File: config.mk
export PLATFORM = sky130hd
export DESIGN_NAME = rpm_datapath
export DESIGN_NICKNAME = d
export VERILOG_FILES = /design/src/rtl/rpm_datapath.sv
export SDC_FILE = /design/constraint.sdc
export NUM_CORES = 1
export LEC_CHECK = 0
export CORE_MARGIN = 8
export CORE_UTILIZATION = 59
export CTS_BUF_LIST = sky130_fd_sc_hd__clkbuf_8
export DETAILED_ROUTE_END_ITERATION = 8
export DONT_BUFFER_PORTS = 1
export PLACE_DENSITY_LB_ADDON = 0.25
export SYNTH_ARGS = -nofsm -noshare
export SYNTH_HDL_FRONTEND = slang
export SYNTH_SLANG_ARGS = --single-unit
File: constraint.sdc
create_clock -name clk -period 5.2 [get_ports clk]
set_clock_uncertainty 0.2 [all_clocks]
set_input_delay 1.04 -clock clk [delete_from_list [all_inputs] [get_ports clk]]
set_output_delay 1.04 -clock clk [all_outputs]
set_load 0.01 [all_outputs]
File: src/rtl/rpm_datapath.sv
`default_nettype none
// ============================================================================
// Module      : rpm_datapath
// Description : Shift-and-add (Russian-peasant) multiplier datapath. Holds the
//               halving X register, doubling Y register, accumulator and the
//               registered product with a done pulse. Optional macro
//               RPM_DP_STATS_EN enables the iter_count shift counter.
// Revision    : 1.0 - initial release
// ============================================================================
module rpm_datapath #(
    parameter int W = 8
) (
    input  logic           clk,
    input  logic           rst,
    input  logic [W-1:0]   a_in,
    input  logic [W-1:0]   b_in,
    input  logic           x_sel,
    input  logic           y_sel,
    input  logic           x_ld,
    input  logic           y_ld,
    input  logic           add_en,
    input  logic           out_en,
    output logic           x_flag,
    output logic           x_odd_flag,
    output logic [2*W-1:0] product,
    output logic           done,
    output logic [7:0]     iter_count
);

    logic [W-1:0]   r_x;
    logic [2*W-1:0] r_y;
    logic [2*W-1:0] r_acc;
    logic [2*W-1:0] r_product;
    logic           r_done;

    logic           w_op_load;
    logic           w_x_shift;

    assign w_op_load  = x_ld && !x_sel;
    assign w_x_shift  = x_ld && x_sel;

    // Status flags come from the X register only, never from the inputs.
    assign x_flag     = (r_x == '0) || (r_x == W'(1));
    assign x_odd_flag = r_x[0];

    always_ff @(posedge clk) begin
        if (rst) begin
            r_x       <= '0;
            r_y       <= '0;
            r_acc     <= '0;
            r_product <= '0;
            r_done    <= 1'b0;
        end else begin
            if (w_op_load) begin
                r_x <= a_in;
            end else if (w_x_shift) begin
                r_x <= r_x >> 1;
            end

            if (y_ld && !y_sel) begin
                r_y <= {{W{1'b0}}, b_in};
            end else if (y_ld && y_sel) begin
                r_y <= r_y << 1;
            end

            // Operand load clears the accumulator ahead of any add in the same cycle.
            if (w_op_load) begin
                r_acc <= '0;
            end else if (add_en && r_x[0]) begin
                r_acc <= r_acc + r_y;
            end

            if (out_en) begin
                r_product <= r_acc;
                r_done    <= 1'b1;
            end else begin
                r_done    <= 1'b0;
            end
        end
    end

    assign product = r_product;
    assign done    = r_done;

`ifdef RPM_DP_STATS_EN
    logic [7:0] r_iter;

    always_ff @(posedge clk) begin
        if (rst) begin
            r_iter <= 8'd0;
        end else if (w_op_load) begin
            r_iter <= 8'd0;
        end else if (w_x_shift && (r_iter != 8'hFF)) begin
            r_iter <= r_iter + 8'd1;
        end
    end

    assign iter_count = r_iter;
`else
    assign iter_count = 8'd0;
`endif

endmodule
`default_nettype wire
==> results.toml <==
[sta]
rsz0062_at_grt = "no"
min_period_ns = 2.83
finalCritPeriodShare_pct = 54.5
max_freq_ghz = 0.353
fin_tns_setup_ns = 0
report.final.slew_viol_count = 0
setup-violations-final = 0
worstMarginPinSlew_ns = 0.810
final_hold_viol_count = 0
max-slew-margin-rel_pct = 45.8

[floorplan]
ios = 51
die_area_sq_um = 7510
fp.dieH_um = 86.7
core_sq_um = 4790
start_util_pct = 61.6
rows = 25
die_w_um = 86.7

[route]
drc_errors = 0
drtAntennaViolNets = 0
dr.pass1.iters = 4
vias = 2282
wirelength_um = 6340
drt_iter0_drc = 116
wl_per_cell_um = 15.9
routed_via_density = 5.72

[clocking]
cts_buffers = 9
worstSkewPairLatency_ns = 0.34
post-cts-setup-buffer-count = 0
root_buffer = "clkbuf_8"
h-tree-depth = 3
cts_max_path_buffers = 2
ctsHoldBuffers = 0
clock-sinks = 57
cts_tree = "built"
clk_pin_slew_ns = 0.06
ctsResizeCount = 0

[yosys]
yosysWarningCount = 0
syn_inst = 337
synth_top_area_cell = "dfxtp_1"
synth_edf_count = 0
synth_cell_type_count = 48
seq_area_frac_synth_pct = 38.7
yosysTopAreaCellShare_pct = 38.7
synth_area_leaders = "dfxtp_1 (39%), mux2i_1 (11%), ha_1 (6.4%), a21oi_1 (5.4%), nor2_1 (4.7%)"
synth-seq-cells = 57
syn-mean-instance-area_sq_um = 8.74
synth_area_sq_um = 2950
synth-async-reset-ratio_pct = 0
ys.flop_type = "dfxtp_1"

[placement]
postPlaceCellArea_sq_um = 2920
gp_congestion = 0.938
dpl.hpwl_um = 4430
port_buffers = 0

[power]
ir_worst_vdd_uv = 188
power.leakage_nw = 1.27
p_per_area_nw_per_um2 = 299
fin_total_pwr_uw = 934

[worst_hold_path]
hp-class = "reg2reg"

[grt]
grt_pass1_vias = 2197
grt.overflow.total = 0
grt_pass1_wl_um = 10500
grt_max_degree = 44
antenna_found_initial = 0
grt_util_all_layers_pct = 17.7

[finish]
drive_gt1_share_pct = 7.23
regArea_sq_um = 1140
area_delta_synth_final_pct = 6.03
multi_input_area_sq_um = 1690
antenna_cells = 0
fill_cells = 417
fin_nets = 367
final_area_sq_um = 3120

[setup_path]
crit_path_end_kind = "output port"
critical_path.max_fanout = 3
critPathRequiredTime_ns = 3.96
path_class = "reg2out"
worstPathArrival_ns = 1.59
start_kind = "register"

[run_status]
status = "finished clean"

[flow_run]
maxCapViolations = 0
-- worst paths after layout --
check / startpoint / end / slack (ns) / depth (start not counted)
max: r_x[3] / x_flag / 2.37 / 2
max reg2reg: r_y[0] / r_acc[12] / 2.62 / 8
min: r_acc[5] / r_acc[5] / 0.28 / 2
min reg2reg: r_acc[5] / r_acc[5] / 0.28 / 2
-- cell usage in the layout, fill, tap and decap left out, drive strengths merged, types with 3 or more instances in the layout --
master | Yosys | final
clkbuf | 16 | 11
nor2 | 37 | 37
a21o | 6 | 6
nand4 | 4 | 4
a21oi | 34 | 34
a211oi | 16 | 16
nand2 | 28 | 28
mux2i | 32 | 32
nand2b | 9 | 9
ha | 15 | 15
nand3 | 18 | 18
xnor2 | 9 | 9
dfxtp | 57 | 57
nor2b | 3 | 3
o21ai | 11 | 11
conb | 1 | 8
and3 | 3 | 3
-- logic make-up (layout without fill, tap and decap cells) --
logic type	after synthesis	count (layout)	share of synthesized area, %
compound gates	79	79	17.1
xor+xnor	9	9	2.68
fa+ha+maj	16	16	7.05
buf+inv	29	17	4.84
flops	57	57	38.7
mux	32	32	10.9
other cells	1	8	0.127
simple gates	114	114	18.6
-- power by group --
group | internal [mW] | switching [mW] | total [mW]
Clock | 0.245 | 0.177 | 0.423
Sequential | 0.447 | 0.0101 | 0.457
Combinational | 0.0251 | 0.0290 | 0.0541
-- through the flow --
step	hold WS [ns]	setup WS, ns	utilization [%]	cells
after floorplan	0.245	2.80	-	344
after global placement	0.263	2.73	61.0	383
after detailed placement	0.274	2.69	61.0	383
after CTS	0.284	2.33	65.3	399
after global routing	0.306	2.31	65.3	399
final	0.284	2.37	65.3	399
-- cell usage after synthesis, types with 2 or more instances --
master	number
nor2_1	37
a311o_1	2
and3_2	2
a21oi_2	2
ha_1	15
nand3_1	17
nor3_1	2
nand2_1	28
clkbuf_1	15
buf_4	8
a211oi_1	15
a211o_1	2
dfxtp_1	57
a31oi_1	2
xnor2_1	9
buf_2	2
nor2b_1	3
nand2b_1	9
and4_1	2
buf_1	2
a21o_1	5
nand4_1	4
a21oi_1	32
mux2i_1	32
o21ai_0	10
-- worst max-delay path: stages (launching register included) --
cell and delay (ns):
dfxtp_1 0.32, or4_1 0.53, nor4_1 0.41
-- layer usage --
metal	routed length (um)	vias to the layer above	global-route usage (%)
met2	2830	63	27.5
met4	180	0	10.2
met5	0	-	0
met3	469	16	5.10
met1	2860	1036	21.3
li1	-	1167	-
-- registers in the layout (all words and copies together) (netlist names) --
register  flops
done          1
r_x           8
r_acc        16
r_y          16
product      16
-- cell type report --
type                    count  area share, %
inverters                   1          0.120
multi-input cells         258           54.1
flip-flops and latches     57           36.5
well taps                  67           2.68
clock buffers              11           4.85
clock inverters             5           1.76
(Power assumes the default switching activity.)
